--- src/rtl/draw_arbiter.sv ---
// ============================================================================
// Module  : draw_arbiter
// Purpose : Round-robin arbiter for two single-pixel writers plus a
//           full-screen fill sweep, driving a registered frame-buffer port.
// Revision: 1.0
// ============================================================================
`default_nettype none

module draw_arbiter #(
    parameter int SCREEN_W = 160,
    parameter int SCREEN_H = 120
) (
    input  logic       clk,
    input  logic       rst,
    input  logic       fill_req,
    input  logic [2:0] fill_colour,
    output logic       fill_busy,
    output logic       fill_done,
    input  logic       req0,
    input  logic       req1,
    input  logic [7:0] x0,
    input  logic [7:0] x1,
    input  logic [6:0] y0,
    input  logic [6:0] y1,
    input  logic [2:0] c0,
    input  logic [2:0] c1,
    output logic       gnt0,
    output logic       gnt1,
    output logic [7:0] x,
    output logic [6:0] y,
    output logic [2:0] colour,
    output logic       plot
);

    localparam logic [7:0] c_X_LAST = 8'(SCREEN_W - 1);
    localparam logic [6:0] c_Y_LAST = 7'(SCREEN_H - 1);

    typedef enum logic [0:0] {
        IDLE = 1'b0,
        FILL = 1'b1
    } state_t;

    state_t     r_state;
    state_t     w_state_nxt;
    logic       r_pref1;
    logic [7:0] r_fx;
    logic [6:0] r_fy;
    logic [2:0] r_fill_col;
    logic [7:0] r_x;
    logic [6:0] r_y;
    logic [2:0] r_colour;
    logic       r_plot;

    logic       w_gnt0;
    logic       w_gnt1;
    logic       w_xfer0;
    logic       w_xfer1;
    logic       w_in0;
    logic       w_in1;
    logic       w_last;
    logic [7:0] w_fx_nxt;
    logic [6:0] w_fy_nxt;

    assign w_in0   = (32'(x0) < SCREEN_W) && (32'(y0) < SCREEN_H);
    assign w_in1   = (32'(x1) < SCREEN_W) && (32'(y1) < SCREEN_H);
    assign w_xfer0 = req0 && w_gnt0;
    assign w_xfer1 = req1 && w_gnt1;
    assign w_last  = (r_fx == c_X_LAST) && (r_fy == c_Y_LAST);

    always_ff @(posedge clk or posedge rst) begin
        if (rst) begin
            r_state <= IDLE;
        end else begin
            r_state <= w_state_nxt;
        end
    end

    always_comb begin
        w_state_nxt = r_state;
        w_gnt0      = 1'b0;
        w_gnt1      = 1'b0;
        w_fx_nxt    = r_fx;
        w_fy_nxt    = r_fy;
        case (r_state)
            IDLE: begin
                if (!rst && fill_req) begin
                    w_state_nxt = FILL;
                end else if (!rst) begin
                    // Contention goes to whoever did not win last.
                    if (req0 && req1) begin
                        w_gnt0 = !r_pref1;
                        w_gnt1 = r_pref1;
                    end else begin
                        w_gnt0 = req0;
                        w_gnt1 = req1;
                    end
                end
            end
            FILL: begin
                if (w_last) begin
                    w_state_nxt = IDLE;
                end else if (r_fx == c_X_LAST) begin
                    w_fx_nxt = 8'd0;
                    w_fy_nxt = r_fy + 7'd1;
                end else begin
                    w_fx_nxt = r_fx + 8'd1;
                end
            end
            default: w_state_nxt = IDLE;
        endcase
    end

    always_ff @(posedge clk or posedge rst) begin
        if (rst) begin
            r_pref1    <= 1'b0;
            r_fx       <= 8'd0;
            r_fy       <= 7'd0;
            r_fill_col <= 3'd0;
            r_x        <= 8'd0;
            r_y        <= 7'd0;
            r_colour   <= 3'd0;
            r_plot     <= 1'b0;
        end else if (r_state == IDLE) begin
            if (fill_req) begin
                r_fill_col <= fill_colour;
                r_fx       <= 8'd0;
                r_fy       <= 7'd0;
                r_x        <= 8'd0;
                r_y        <= 7'd0;
                r_colour   <= fill_colour;
                r_plot     <= 1'b1;
            end else if (w_xfer0) begin
                r_pref1 <= 1'b1;
                r_plot  <= w_in0;
                if (w_in0) begin
                    r_x      <= x0;
                    r_y      <= y0;
                    r_colour <= c0;
                end
            end else if (w_xfer1) begin
                r_pref1 <= 1'b0;
                r_plot  <= w_in1;
                if (w_in1) begin
                    r_x      <= x1;
                    r_y      <= y1;
                    r_colour <= c1;
                end
            end else begin
                r_plot <= 1'b0;
            end
        end else begin
            // The counters always hold the pixel currently on the write port.
            r_fx     <= w_fx_nxt;
            r_fy     <= w_fy_nxt;
            r_x      <= w_fx_nxt;
            r_y      <= w_fy_nxt;
            r_colour <= r_fill_col;
            r_plot   <= !w_last;
        end
    end

    assign gnt0      = w_gnt0;
    assign gnt1      = w_gnt1;
    assign x         = r_x;
    assign y         = r_y;
    assign colour    = r_colour;
    assign plot      = r_plot;
    assign fill_busy = (r_state == FILL);
    assign fill_done = (r_state == FILL) && w_last;

endmodule

`default_nettype wire

--- config.mk ---
export PLATFORM = sky130hd
export DESIGN_NAME = draw_arbiter
export DESIGN_NICKNAME = d
export VERILOG_FILES = /design/src/rtl/draw_arbiter.sv
export SDC_FILE = /design/constraint.sdc
export NUM_CORES = 1
export LEC_CHECK = 0
export ABC_AREA = 1
export BUFFER_PORTS_ARGS = -buffer_cell sky130_fd_sc_hd__buf_2
export CORE_ASPECT_RATIO = 0.9
export CORE_MARGIN = 8
export CORE_UTILIZATION = 43
export DETAILED_ROUTE_END_ITERATION = 6
export PLACE_DENSITY = 0.7
export SLEW_MARGIN = 10
export SYNTH_ARGS = -nofsm -noshare
export SYNTH_HDL_FRONTEND = slang
export SYNTH_SLANG_ARGS = --single-unit
--- constraint.sdc ---
create_clock -name clk -period 2.33 [get_ports clk]
set_clock_uncertainty 0.1 [all_clocks]
set_input_delay 0.3495 -clock clk [delete_from_list [all_inputs] [get_ports clk]]
set_output_delay 0.3495 -clock clk [all_outputs]
set_load 0.01 [all_outputs]
==> impl_metrics.toml, run 1 <==
[status]
outcome = "finished clean"

[floorplan]
die_area_sq_um = 8323
coreArea_sq_um = 5563
start_util_pct = 43.72
ioPinCount = 67
rows = 26
die_h_um = 87.35
die_width_um = 95.28

[cts]
clock_path_buffers = 2
cts_htree_levels = 2
cts_inserted_buffers = 5
cts-root-buf = "clkbuf_8"
cts_tree = "built"
clkSlewWorstSetupHoldPaths_ns = 0.08
insertion_delay_ns = 0.29
cts_num_sinks = 39
hold_buffers = 0

[timing]
maxSlewHeadroom_pct = 56.31
tightest_slew_ns = 0.6546
setup_violations = 0
period_share_pct = 92.87
setup_slack_ns = 0.1661
clock.fmax_mhz = 462.1
slew_violations = 0
finalWorstPathRequiredPeriod_ns = 2.164
worst_hold_slack_ns = 0.05654
hold_viol_final = 0

[grt]
grt_pass1_vias = 2573
grt_max_degree = 28
grt_overflow = 0
grt_usage_pct = 18.17
antenna_found_initial = 0
grt_pass1_wl_um = 11920

[synthesis]
seq_area_frac_synth_pct = 40.12
syn_area_sq_um = 2432
syn-num-nets = 408
synth.distinct_cells = 25
yosysWarnings = 0
post_synth.cell_area_avg_sq_um = 6.719
syn_inst = 362
synth-seq-cells = 39

[run]
cap_violations = 0

[worst_setup_path]
cp-end-kind = "output port"
crit_chain = "ha_2 > nand2_1 > nor2_2 > nand2_1 > nor2_2 > nand2_1 > inv_1 > buf_2"
worstPathArrival_ns = 1.71
r2r_setup_slack_ns = 0.48
crit_type = "register to output port"
cp-start-kind = "register"
rr_worst_depth = 7
cp_slowest_stage_delay_ns = 0.40
critical_path.slowest_cell = "dfrtp_1"
required_ns = 1.88
crit_fanout = 3
rr_startpoint = "fill_busy$_DFF_PP0_"
timing.rr.end = "y[6]$_DFFE_PP0P_"
cpMostUsedCell = "nand2_1"

[pwr]
power.density_nw_per_um2 = 412.6
power_w = 0.001225
ir_worst_vdd_uv = 244.2
p_leak_nw = 1.676

[final_layout]
fin_area_sq_um = 2969
nets = 481
area_growth_pct = 22.07
drive_gt1_share_pct = 23.22
antenna_cells = 0

[detailed_routing]
routed-via-count = 2510
postRouteAntennaNets = 0
drt-initial-drc-count = 129
drt-wirelength-per-cell_um = 14.18
vias_per_cell = 4.970
first_pass_iters = 4
wl_um = 7161
drc = 0

[placed_design]
numPortBuffers = 66
dp_hpwl_um = 5530
placed_area_sq_um = 2844
post-place-ws_ns = 0.3842
gp_congestion = 0.8457

[min_path]
min_path_type = "input pin to async pin"
## cells in the mapped netlist
master | n | area, sq um
nand2_1 | 140 | 525.5
nand3_1 | 37 | 185.2
buf_2 | 5 | 25.02
o22ai_1 | 1 | 6.260
nor2_1 | 41 | 153.9
nor2_2 | 2 | 12.51
nand2_2 | 1 | 6.260
nand3_4 | 2 | 35.03
a21oi_1 | 5 | 25.02
buf_6 | 2 | 22.52
xor2_1 | 1 | 8.760
nor2_8 | 2 | 40.04
ha_1 | 2 | 25.02
buf_1 | 1 | 3.750
o211ai_1 | 1 | 7.510
inv_2 | 1 | 3.750
nand3b_1 | 1 | 7.510
nand4_2 | 1 | 12.51
buf_4 | 2 | 15.01
dfrtp_1 | 39 | 975.9
nand3_2 | 2 | 20.02
inv_1 | 41 | 153.9
clkbuf_1 | 1 | 3.750
nand4_1 | 2 | 12.51
o21ai_0 | 29 | 145.1
## routing by layer
layer  global-route usage (%)  part of all wire (%)  vias to the layer above
met2                    27.71                    44                       88
met1                    23.85                    46                     1130
met5                        0                     0                        -
li1                         -                     -                     1279
met3                    4.828                   7.8                       13
met4                    6.657                   1.8                        0
## layout make-up
class	count	area, sq um
repair buffers	77	412.9
flip-flops and latches	39	975.9
fillers	591	2594
inverters	42	161.4
well taps	70	87.58
clock buffers	6	82.58
clock inverters	1	5.005
multi-input cells	270	1244
## placed cells by master (no fill, tap or decap), drive strengths merged
| cell | Yosys | routed |
|---|---|---|
| nand2 | 141 | 141 |
| buf | 10 | 77 |
| nor2 | 45 | 45 |
| inv | 42 | 41 |
| nand3 | 41 | 41 |
| dfrtp | 39 | 39 |
| o21ai | 29 | 29 |
| clkbuf | 1 | 6 |
| a21oi | 5 | 5 |
| nand4 | 3 | 3 |
| ha | 2 | 2 |
| o211ai | 1 | 1 |
| clkinvlp | 0 | 1 |
| xor2 | 1 | 1 |
| nand3b | 1 | 1 |
| o22ai | 1 | 1 |
| clkinv | 0 | 1 |
## logic make-up (layout without fill, tap and decap cells)
group,after synthesis,in the layout,share of synthesized area [%]
and+or+nand+nor,231,231,41.56
buffers and inverters,53,126,9.361
DFF,39,39,40.12
AOI/OAI and AO/OA,36,36,7.562
adders and majority gates,2,2,1.029
xor gates and xnor gates,1,1,0.3601
## worst max path at each step
stage / from / to / slack [ns] / depth (start not counted)
6_report: r_fx[0]$_DFFE_PP0N_ / fill_done / 0.17 / 8
5_1_grt: r_fx[0]$_DFFE_PP0N_ / fill_done / -0.007 / 8
4_1_cts: r_fx[0]$_DFFE_PP0N_ / fill_done / 0.06 / 8
3_5_place_dp: fill_req / y[6]$_DFFE_PP0P_ / 0.38 / 8
3_3_place_gp: r_fx[0]$_DFFE_PP0N_ / fill_done / 0.41 / 8
2_1_floorplan: rst / y[6]$_DFFE_PP0P_ / 0.29 / 8
## registers in the layout, indices dropped and copies added, names as in the netlist
signal and count:
r_pref1 1, colour 3, plot 1, fill_busy 1, x 8, r_fill_col 3, y 7, r_fx 8
r_fy 7
## power by group
| part | internal [W] | switching [W] |
|---|---|---|
| Clock | 0.000232 | 0.000236 |
| Combinational | 0.0000342 | 0.0000453 |
| Sequential | 0.000677 | 0.000000547 |
| Total | 0.000944 | 0.000281 |
## stage by stage
stage            TNS, ns  instances  utilization (%)
3_3_place_gp           0        495            51.12
6_report               0        505            53.37
5_1_grt        -0.007169        505            53.37
4_1_cts                0        502            52.70
3_5_place_dp           0        495            51.12
2_1_floorplan          0        362                -
## worst max-delay path: cells and delay by family (launching register included)
family / cells / cell delay (ns)
simple gates: 5 / 0.58
flops: 1 / 0.40
buf+inv: 2 / 0.23
fa+ha+maj: 1 / 0.21
## what timing repair did
| item | in CTS | in global routing |
|---|---|---|
| endpoints found under the hold margin | 0 | 0 |
| endpoints found under the setup margin | 0 | 1 |
| buffers inserted | 0 | 3 |
| resized for setup | 0 | 5 |
No activity file was read; power rests on OpenSTA's default activity.
==> run 2: changes to the inputs <==
--- a/config.mk
+++ b/config.mk
@@ -12,7 +12,6 @@
 export CORE_UTILIZATION = 43
 export DETAILED_ROUTE_END_ITERATION = 6
 export PLACE_DENSITY = 0.7
-export SLEW_MARGIN = 10
 export SYNTH_ARGS = -nofsm -noshare
 export SYNTH_HDL_FRONTEND = slang
 export SYNTH_SLANG_ARGS = --single-unit
==> constraint.sdc (replaced) <==
create_clock -name clk -period 2.33 [get_ports clk]
set_clock_uncertainty 0.1 [all_clocks]
set_input_delay 0.3495 -clock clk [delete_from_list [all_inputs] [get_ports clk]]
set_output_delay 0.3495 -clock clk [all_outputs]
set_load 0.05 [all_outputs]
==> impl_metrics.toml, run 2 (synthesis results as in run 1) <==
[status]
outcome = "finished clean"

[final_layout]
nets = 480
fin_area_sq_um = 3013
area_growth_pct = 23.87
antenna_cells = 0
multi_input_area_sq_um = 1256
final_cell_mix = "139 x nand2_1, 65 x buf_2, 39 x inv_1, 39 x dfrtp_1, 38 x nor2_1"
seqCellArea_sq_um = 975.9
layout_commonest_cell = "nand2_1"
drive_gt1_share_pct = 23.45
num-fill-cells = 574

[worst_setup_path]
crit_fanout = 4
crit_type = "register to output port"
cp-end-kind = "output port"
required_ns = 1.88
worstPathArrival_ns = 1.75
cp-start-kind = "register"

[timing]
setup_violations = 0
clock.fmax_mhz = 454.3
tightest_slew_ns = 0.6012
period_share_pct = 94.48
slew_violations = 0
worst_hold_slack_ns = 0.1746
fin_tns_setup_ns = 0
finalWorstPathRequiredPeriod_ns = 2.201
hold_viol_final = 0
maxSlewHeadroom_pct = 59.88

[pwr]
ir_worst_vdd_uv = 259.2
pwr-share-seq_pct = 50.5
power.switching_w = 0.0002843
clock_power_share_pct = 43.8
p_leak_nw = 1.684
power.density_nw_per_um2 = 445.4
combPwrFrac_pct = 5.7
internal_power_w = 0.001057
power_switching_share_pct = 21.19

[min_path]
min_path_type = "input pin to register"

[floorplan]
coreArea_sq_um = 5563
rows = 26
die_area_sq_um = 8323
start_util_pct = 43.72
die_width_um = 95.28
ioPinCount = 67
die_h_um = 87.35

[detailed_routing]
first_pass_iters = 5
routed-via-count = 2482
drt-wirelength-per-cell_um = 13.76
wl_um = 6951
drc = 0
vias_per_cell = 4.915
drt-initial-drc-count = 212
postRouteAntennaNets = 0

[cts]
cts-root-buf = "clkbuf_8"
cts_htree_levels = 2
cts_inserted_buffers = 5
clock_path_buffers = 2
insertion_delay_ns = 0.29
clkSlewWorstSetupHoldPaths_ns = 0.08
cts_tree = "built"
cts_num_sinks = 39

[placed_design]
gp_congestion = 0.8496
numPortBuffers = 66
placed_area_sq_um = 2829
dp_hpwl_um = 5218

[run]
cap_violations = 0

[grt]
antenna_found_initial = 0
grt_max_degree = 35
grt_pass1_wl_um = 11250
grt_overflow = 0
grt_usage_pct = 17.34
grt_pass1_vias = 2377
==> run 2: changes by cell type in the layout (fill, tap and decap cells not counted), sizes merged <==
cell / before / now
buf: 77 / 75
bufinv: 0 / 1
dlygate4sd3: 0 / 1
==> run 2: routing by layer <==
layer	up-vias	GRT usage, %	share of wire, %
met5	-	0	0
met4	0	4.674	1.1
met3	10	5.086	8.1
met2	105	27.21	45
met1	1092	22.47	46
li1	1275	-	-
==> run 2: power groups by stage <==
stage	Combinational (W)	Clock [W]	Sequential [W]
4_1_cts	0.0000776	0.000606	0.000677
6_report	0.0000764	0.000588	0.000677
2_1_floorplan	0.0000265	0	0.000691
3_5_place_dp	0.0000759	0	0.000691
5_1_grt	0.0000889	0.000635	0.000677
3_3_place_gp	0.0000758	0	0.000691
==> run 2: path summary, 6_finish.rpt <==
kind / from / end / slack (ns) / cells past startpoint
hold reg to reg: x[0]$_DFFE_PP0P_ / x[0]$_DFFE_PP0P_ / 0.38 / 2
max in group asynchronous: rst / colour[2]$_DFFE_PP0P_ / 1.38 / 3
hold / removal: fill_colour[2] / r_fill_col[2]$_DFFE_PP0P_ / 0.17 / 3
setup / recovery: r_fx[1]$_DFFE_PP0N_ / fill_done / 0.13 / 8
min in group asynchronous: rst / r_fill_col[0]$_DFFE_PP0P_ / 0.20 / 3
setup reg to reg: fill_busy$_DFF_PP0_ / x[1]$_DFFE_PP0P_ / 0.45 / 7
==> run 2: area by class of cell <==
class	count	share of cell area, %
well taps	70	2.907
clock inverters	2	1.163
multi-input cells	270	41.69
clock buffers	6	2.741
repair buffers	76	13.75
flip-flops and latches	39	32.39
inverters	42	5.357
==> run 2: metrics by stage <==
stage	worst slack [ns]	total power [W]	utilization (%)	std cells
4_1_cts	0.03212	0.001361	53.37	502
6_report	0.1287	0.001342	54.16	505
5_1_grt	-0.01710	0.001402	54.16	505
3_3_place_gp	0.2215	0.0007666	50.85	493
3_5_place_dp	0.1242	0.0007667	50.85	493
2_1_floorplan	0.1564	0.0007173	-	362
==> run 2: repair_timing <==
action | in CTS | in global routing
hold buffers | 1 | 0
pin swaps | 0 | 1
endpoints found under the hold margin | 5 | 0
endpoints found under the setup margin | 1 | 1
gates resized for setup | 4 | 7
setup buffers | 0 | 3
==> run 2: critical path, stage by stage (launching register included) <==
cell     delay [ns]
dfrtp_1        0.39
ha_2           0.21
nand2_1        0.11
nor2_4         0.14
nand2_2        0.10
nor2_4         0.14
nand2_1        0.11
inv_2          0.09
buf_6          0.15
==> run 3: changes to the inputs <==
--- a/config.mk
+++ b/config.mk
@@ -11,7 +11,8 @@
 export CORE_MARGIN = 8
 export CORE_UTILIZATION = 43
 export DETAILED_ROUTE_END_ITERATION = 6
-export PLACE_DENSITY = 0.7
+export PLACE_DENSITY = 0.77
+export SETUP_SLACK_MARGIN = 0.02
 export SYNTH_ARGS = -nofsm -noshare
 export SYNTH_HDL_FRONTEND = slang
 export SYNTH_SLANG_ARGS = --single-unit
==> constraint.sdc (replaced) <==
create_clock -name clk -period 2.75 [get_ports clk]
set_clock_uncertainty 0.1 [all_clocks]
set_input_delay 0.4125 -clock clk [delete_from_list [all_inputs] [get_ports clk]]
set_output_delay 0.4125 -clock clk [all_outputs]
set_load 0.05 [all_outputs]
==> impl_metrics.toml, run 3 (synthesis results as in run 1) <==
[status]
outcome = "finished clean"

[final_layout]
num-fill-cells = 550
drive_gt1_share_pct = 20.56
area_growth_pct = 18.93
antenna_cells = 0
nets = 473
multi_input_area_sq_um = 1231
final_cell_mix = "140 x nand2_1, 65 x buf_2, 40 x inv_1, 40 x nor2_1, 39 x dfrtp_1"
layout_commonest_cell = "nand2_1"
layout.cells.non_filler = 498
seqCellArea_sq_um = 975.9

[worst_setup_path]
worstPathArrival_ns = 1.96
cp-end-kind = "output port"
crit_type = "register to output port"
required_ns = 2.24
rr_startpoint = "r_fx[1]$_DFFE_PP0N_"
crit_fanout = 5
rr_worst_depth = 9
r2r_setup_slack_ns = 0.65
timing.rr.end = "x[3]$_DFFE_PP0P_"
cp-start-kind = "register"

[detailed_routing]
vias_per_cell = 5.062
first_pass_iters = 7
routed-via-count = 2521
wl_um = 6811
drt-wirelength-per-cell_um = 13.68
drc = 0
postRouteAntennaNets = 0
drt-initial-drc-count = 250

[grt]
grt_max_degree = 40
antenna_found_initial = 0
grt_overflow = 0
grt_pass1_vias = 2475
grt_usage_pct = 17.17
grt_pass1_wl_um = 11400

[min_path]
min_path_type = "input pin to register"
hold_end = "r_fill_col[0]$_DFFE_PP0P_"
holdCritStartpoint = "fill_colour[0]"
hold_path_depth = 3

[placed_design]
dp_cells = 490
numPortBuffers = 66
dp_hpwl_um = 5255
post-place-ws_ns = 0.4570
gp_congestion = 0.8783

[cts]
hold_buffers = 0
clock_path_buffers = 2
cts_inserted_buffers = 5
insertion_delay_ns = 0.29
cts_num_sinks = 39
cts_htree_levels = 2
cts-root-buf = "clkbuf_8"
cts_tree = "built"
clkSlewWorstSetupHoldPaths_ns = 0.07

[timing]
hold_viol_final = 0
finalWorstPathRequiredPeriod_ns = 2.477
worst_hold_slack_ns = 0.2446
tightest_slew_ns = 0.7131
maxSlewHeadroom_pct = 52.41
rsz0062_at_grt = "no"
slew_violations = 0
period_share_pct = 90.06
setup_violations = 0
clock.fmax_mhz = 403.8
setup_slack_ns = 0.2733
fin_tns_setup_ns = 0

[floorplan]
die_h_um = 87.35
rows = 26
die_width_um = 95.28
die_area_sq_um = 8323
ioPinCount = 67
coreArea_sq_um = 5563
start_util_pct = 43.72

[pwr]
power.density_nw_per_um2 = 349.5
ir_worst_vdd_uv = 262.5
p_leak_nw = 1.633

[run]
cap_violations = 0
[run 3: changes by cell type in the layout (fill, tap and decap cells not counted), sizes merged]
| cell | previous run | this run |
|---|---|---|
| buf | 75 | 68 |
| dlygate4sd3 | 1 | 0 |
| bufinv | 1 | 0 |
| clkbuf | 6 | 8 |
[run 3: critical path: stages, from the launching register on]
cell,delay (ns)
dfrtp_1,0.39
ha_1,0.20
nand2_1,0.08
nor2_1,0.19
nand2_1,0.13
nor2_2,0.20
nand2_1,0.15
inv_1,0.10
clkbuf_4,0.23
[run 3: per-stage QoR]
stage / utilization [%] / power, W / area (sq um)
3_5_place_dp: 50.45 / 0.0006507 / 2806
5_1_grt: 52.00 / 0.001056 / 2893
2_1_floorplan: - / 0.0006077 / 2436
3_3_place_gp: 50.45 / 0.0006501 / 2806
4_1_cts: 51.91 / 0.001021 / 2888
6_report: 52.00 / 0.001011 / 2893
[run 3: how the worst max path moves through the flow]
stage | start | end | slack, ns | depth (start not counted)
after global routing | r_fx[0]$_DFFE_PP0N_ | fill_done | 0.03 | 8
final | r_fx[1]$_DFFE_PP0N_ | fill_done | 0.27 | 8
after detailed placement | r_fx[1]$_DFFE_PP0N_ | fill_done | 0.46 | 8
after global placement | r_fx[0]$_DFFE_PP0N_ | fill_done | 0.60 | 8
after floorplan | rst | x[1]$_DFFE_PP0P_ | 0.51 | 8
after CTS | r_fx[1]$_DFFE_PP0N_ | fill_done | 0.13 | 8
[run 3: final cells by class]
type | instances | share of cell area, %
inverters | 42 | 5.580
flip-flops and latches | 39 | 33.74
multi-input cells | 270 | 42.56
clock buffers | 7 | 2.638
repair buffers | 69 | 12.28
clock inverters | 1 | 0.1730
well taps | 70 | 3.028
[run 3: power breakdown]
group / switching, W / total, W / leakage (nW) / internal (W)
Combinational: 0.0000367 / 0.0000646 / 1.15 / 0.0000280
Sequential: 0.000000426 / 0.000574 / 0.441 / 0.000574
Clock: 0.000194 / 0.000372 / 0.0422 / 0.000178
Total: 0.000231 / 0.00101 / 1.63 / 0.000780
[run 3: layer usage]
layer,vias up,global-route usage (%),wire length [um]
met5,-,0,0
met4,0,4.958,112
met3,10,5.345,645
met2,114,25.52,2983
met1,1138,23.14,3069
li1,1259,-,-
[run 3: what timing repair did]
item                                    in CTS  in global routing
buffers inserted                             0                  0
resized for setup                            0                  2
endpoints found under the hold margin        0                  0
endpoints found under the setup margin       0                  1
